**config.mk**
```make
export PLATFORM = sky130hd
export DESIGN_NAME = axis_bram_streamer
export DESIGN_NICKNAME = d
export VERILOG_FILES = /design/src/rtl/axis_bram_streamer.sv
export SDC_FILE = /design/constraint.sdc
export NUM_CORES = 1
export LEC_CHECK = 0
export ABC_AREA = 1
export BUFFER_PORTS_ARGS = -buffer_cell sky130_fd_sc_hd__buf_2
export CAP_MARGIN = 30
export CORE_AREA = 2 2 71 123
export CTS_BUF_LIST = sky130_fd_sc_hd__clkbuf_4
export DETAILED_ROUTE_END_ITERATION = 12
export DIE_AREA = 0 0 73 125
export PLACE_DENSITY = 0.82
export SLEW_MARGIN = 10
export SYNTH_ARGS = -nofsm -noshare
export SYNTH_HDL_FRONTEND = slang
export SYNTH_SLANG_ARGS = --single-unit
```
**constraint.sdc**
```tcl
create_clock -name aclk -period 3.5 [get_ports aclk]
set_input_delay 0.175 -clock aclk [delete_from_list [all_inputs] [get_ports aclk]]
set_output_delay 0.175 -clock aclk [all_outputs]
set_load 0.005 [all_outputs]
```
**src/rtl/axis_bram_streamer.sv**
```systemverilog
// axis_bram_streamer: reads a burst of words from a BRAM through an external
// address counter and presents them on an AXI-Stream master port.
// Optional feature macro: AXIS_STREAMER_TLAST_EN (tlast generation from a beat
// counter); when undefined m_axis_tlast is tied low.
//
// state  | meaning
// IDLE   | waiting for start; zero-length bursts finish here
// LOAD   | one-cycle load of the address counter
// STREAM | issuing BRAM reads while the counter has addresses and credit exists
// DRAIN  | counter exhausted; waiting for in-flight read and FIFO to empty
module axis_bram_streamer #(
  parameter int unsigned DATA_W = 32
) (
  input  logic              aclk,
  input  logic              aresetn,
  input  logic              start,
  input  logic [15:0]       start_addr,
  input  logic [15:0]       count_limit,
  output logic              busy,
  output logic              done,
  output logic              cnt_start,
  output logic              cnt_enable,
  output logic [15:0]       cnt_start_addr,
  input  logic [15:0]       cnt_addr,
  input  logic              cnt_done,
  output logic              bram_en,
  output logic [15:0]       bram_addr,
  input  logic [DATA_W-1:0] bram_dout,
  output logic [DATA_W-1:0] m_axis_tdata,
  output logic              m_axis_tvalid,
  input  logic              m_axis_tready,
  output logic              m_axis_tlast
);

  typedef enum logic [1:0] {IDLE, LOAD, STREAM, DRAIN} state_t;

  state_t            state_q, state_d;
  logic              busy_q, busy_d;
  logic              done_q, done_d;
  logic              inflight_q;
  logic [15:0]       addr_q;
  logic [1:0]        fifo_cnt_q;
  logic              rd_ptr_q, wr_ptr_q;
  logic [DATA_W-1:0] mem_q [2];

  logic              start_ok;
  logic              issue;
  logic              credit;
  logic              push;
  logic              pop;

  // Data arrives from the BRAM exactly one cycle after each issued read.
  assign push = inflight_q;
  assign pop  = m_axis_tvalid && m_axis_tready;

  // Occupancy counts the FIFO plus the read still in flight; a pop this cycle
  // frees a slot early so a full pipeline can sustain one beat per cycle.
  assign credit = ({1'b0, fifo_cnt_q} + {2'b00, inflight_q} - {2'b00, pop}) < 3'd2;

  assign start_ok = start && !busy_q;

  // State register and burst control flags.
  always_ff @(posedge aclk) begin
    if (!aresetn) begin
      state_q <= IDLE;
      busy_q  <= 1'b0;
      done_q  <= 1'b0;
    end else begin
      state_q <= state_d;
      busy_q  <= busy_d;
      done_q  <= done_d;
    end
  end

  // Next-state and combinational control outputs.
  always_comb begin
    state_d   = state_q;
    busy_d    = busy_q && !done_q;
    done_d    = 1'b0;
    issue     = 1'b0;
    cnt_start = 1'b0;
    bram_addr = 16'h0000;
    case (state_q)
      IDLE: begin
        if (start_ok) begin
          busy_d = 1'b1;
          if (count_limit != 16'h0000) state_d = LOAD;
          else                         done_d  = 1'b1;
        end
      end
      LOAD: begin
        cnt_start = 1'b1;
        state_d   = STREAM;
      end
      STREAM: begin
        issue     = !cnt_done && credit;
        bram_addr = cnt_addr;
        if (cnt_done) state_d = DRAIN;
      end
      DRAIN: begin
        // Finished once nothing is in flight and this pop (if any) empties the FIFO.
        if (!inflight_q && (fifo_cnt_q == {1'b0, pop})) begin
          state_d = IDLE;
          done_d  = 1'b1;
        end
      end
      default: state_d = IDLE;
    endcase
  end

  assign busy           = busy_q;
  assign done           = done_q;
  assign cnt_enable     = issue;
  assign bram_en        = issue;
  assign cnt_start_addr = addr_q;

  // Latch the burst start address so later input changes cannot disturb the load.
  always_ff @(posedge aclk) begin
    if (!aresetn)      addr_q <= 16'h0000;
    else if (start_ok) addr_q <= start_addr;
  end

  // Track the read whose data lands on bram_dout next cycle.
  always_ff @(posedge aclk) begin
    if (!aresetn) inflight_q <= 1'b0;
    else          inflight_q <= issue;
  end

  // Two-entry FIFO; push and pop in the same cycle keep order and count intact.
  always_ff @(posedge aclk) begin
    if (!aresetn) begin
      fifo_cnt_q <= 2'd0;
      rd_ptr_q   <= 1'b0;
      wr_ptr_q   <= 1'b0;
      mem_q[0]   <= '0;
      mem_q[1]   <= '0;
    end else begin
      if (push) begin
        mem_q[wr_ptr_q] <= bram_dout;
        wr_ptr_q        <= ~wr_ptr_q;
      end
      if (pop) rd_ptr_q <= ~rd_ptr_q;
      fifo_cnt_q <= fifo_cnt_q + {1'b0, push} - {1'b0, pop};
    end
  end

  assign m_axis_tvalid = (fifo_cnt_q != 2'd0);
  assign m_axis_tdata  = m_axis_tvalid ? mem_q[rd_ptr_q] : '0;

`ifdef AXIS_STREAMER_TLAST_EN
  logic [15:0] beat_q;
  logic [15:0] limit_q;

  // Count accepted beats of the current burst against the latched length.
  always_ff @(posedge aclk) begin
    if (!aresetn) begin
      beat_q  <= 16'h0000;
      limit_q <= 16'h0000;
    end else if (start_ok) begin
      beat_q  <= 16'h0000;
      limit_q <= count_limit;
    end else if (pop) begin
      beat_q  <= beat_q + 16'd1;
    end
  end

  assign m_axis_tlast = m_axis_tvalid && (beat_q == limit_q - 16'd1);
`else
  assign m_axis_tlast = 1'b0;
`endif

endmodule

```
==> flow_summary.ini <==
[timing]
drv_slew = 0
fin_setup_tns_ns = 0
fin_crit_sh_pct = 79.9
timing.fmax_mhz = 358
slew_headroom_pct = 63.9
grt_setup_unrepaired = false
fin_worst_skew_ns = 0.0172
setup_violations = 0
hold_viol_final = 0
worstMarginPinSlew_ns = 0.541
fin_crit_ns = 2.79

[die]
initial_core_util_pct = 50.2
io_pins = 156
die_h_microns = 125
chipWidth_microns = 73
std_cell_rows = 44
core_sq_mm = 0.00820
die_area_sq_mm = 0.00913

[synthesis]
netlist_instances = 470
synth_nets = 563
ys_seq_elements = 90
yosysWarnings = 0
syn_area_sq_mm = 0.00412
avgSynthCellArea_sq_um = 8.76
ys_seq_area_share_pct = 59.3
synthDistinctLibCells = 27

[run]
max_cap_violations = 0

[detailed_routing]
via_per_inst = 4.98
ant_nets = 0
wl_mm = 9.73
route.detailed.drc = 0
vias = 3639
drt-wirelength-per-cell_microns = 13.3
drt-initial-drc-count = 296
dr.pass1.iters = 4

[grt]
grt_pass1_wl_mm = 15.6
grt_pass1_vias = 3558
grt_usage_pct = 22.1
grt-ovfl-total = 0
grt_max_degree = 35
antenna_found_initial = 0

[min_path]
whs_path_depth = 4
min_to = rd_ptr_q$_SDFFE_PN0P_
hold_class = in2reg
hp-start = m_axis_tready

[final_layout]
drive_above_1_share_pct = 29.3
mostFrequentLayoutCells = buf_2 (154), nor2_1 (111), nand2_1 (98), inv_1 (65), edfxtp_1 (64)
final_net_count = 726
fin_util_pct = 64.6
diodes = 0
syn2layout_area_growth_pct = 28.6
layout_commonest_cell = buf_2

[setup_path]
cp.arrival_ns = 2.62
r2r_slack_ns = 1.43
r2r_cells = 9
endpoint_kind = output port
timing.rr.start = fifo_cnt_q[1]$_SDFF_PN0_
reg2reg_to = inflight_q$_SDFF_PN0_
critPathMaxFanout = 4
path_class = reg2out
cp-start-kind = flip-flop
required_ns = 3.32

[power]
powerDensity_mw_per_mm2 = 557
p_leak_nw = 2.76
power_mw = 2.95
ir_drop_v = 0.000334

[clock_tree]
cts.sinks = 90
cts_max_level = 3
ctsLongestPathBuffers = 2
clk_pin_slew_ns = 0.13
cts_resized = 0
clk-insertion-delay-late_ns = 0.43
cts-root-buf = clkbuf_4
cts_made_buffers = 9
cts_tree = yes

[run_status]
outcome = finished, final reports clean

[placed_design]
gp_congestion = 0.849
dp_hpwl_mm = 6.59
port_buffers = 154
-- state kept, by name, indices dropped and copies added, names as in the netlist, named ones only --
name and flops:
wr_ptr_q 1, state_q 2, rd_ptr_q 1, fifo_cnt_q 2
inflight_q 1, cnt_start_addr 16, mem_q 64, done 1
busy 1
-- layout make-up --
class,count,area [sq um]
clock buffer,10,75.1
fill,648,2910
multi-input combinational,286,1290
clock inverter,6,105
timing repair buffer,177,1000
sequential,90,2440
inverter,69,262
tap,92,115
-- worst max-delay path, cell delays in order, from the launching register on --
cell and delay (ns):
dfxtp_1 0.38, nor2_2 0.13, inv_2 0.05, nand2_1 0.07, inv_2 0.05, ha_1 0.29
inv_1 0.07, ha_1 0.21, fa_1 0.50, nor3_1 0.28, buf_2 0.16
-- power breakdown --
group	internal, mW	switching, mW	total (mW)
Clock	0.367	0.331	0.697
Combinational	0.365	0.581	0.946
Sequential	1.25	0.0579	1.30
Total	1.98	0.969	2.95
-- per-stage QoR --
step	setup WS, ns	cells	instance area (sq um)	hold slack (ns)
after floorplan	1.21	470	4120	0.310
after global placement	1.27	697	4930	0.399
after detailed placement	1.17	697	4930	0.403
after CTS	0.644	729	5270	0.00919
after global routing	0.547	730	5300	0.0256
final	0.705	730	5300	0.0392
-- Yosys cell counts --
master,count,share of area [%]
xnor2_1,1,0.21
inv_1,65,5.9
nand4_1,4,0.61
buf_2,14,1.7
ha_1,7,2.1
edfxtp_1,64,47
nor2_8,1,0.49
nor2_1,111,10
clkbuf_2,1,0.12
o31ai_2,1,0.30
nand2_1,98,8.9
nor4_2,1,0.30
nand3_2,1,0.24
a21oi_1,36,4.4
dfxtp_1,26,13
a21oi_4,1,0.40
conb_1,1,0.091
nor2_2,1,0.15
fa_1,1,0.49
nand3_1,3,0.36
o21ai_0,16,1.9
o21ai_1,1,0.12
inv_4,1,0.15
clkbuf_1,8,0.73
inv_2,3,0.27
buf_4,2,0.36
nor3_1,1,0.12
-- cell families after synthesis --
logic type	synth area share, %
DFF	59.3
AOI/OAI and AO/OA	7.14
other	0.0911
and+or+nand+nor	21.3
xor gates and xnor gates	0.213
buffers and inverters	9.27
adders and majority gates	2.61
-- how the worst max path moves through the flow --
| stage | to | from | cells after the start |
|---|---|---|---|
| 3_5_place_dp | bram_en | fifo_cnt_q[1]$_SDFF_PN0_ | 10 |
| 5_1_grt | bram_en | fifo_cnt_q[1]$_SDFF_PN0_ | 11 |
| 6_report | bram_en | fifo_cnt_q[1]$_SDFF_PN0_ | 10 |
| 4_1_cts | bram_en | fifo_cnt_q[1]$_SDFF_PN0_ | 10 |
| 3_3_place_gp | bram_en | fifo_cnt_q[1]$_SDFF_PN0_ | 10 |
| 2_1_floorplan | cnt_enable | fifo_cnt_q[1]$_SDFF_PN0_ | 10 |
-- routing by layer --
layer  vias up  global-route usage [%]  wire [microns]
met2       174                    39.3            5300
met4         0                    10.9             340
met5         -                       0               0
met3        30                    5.88             650
met1      1643                    22.9            3440
li1       1792                       -               -
-- what timing repair did --
action,in CTS,in global routing
setup buffers,0,0
endpoints found under the hold margin,16,0
hold buffers,16,0
Power figures use the tool's default switching activity.
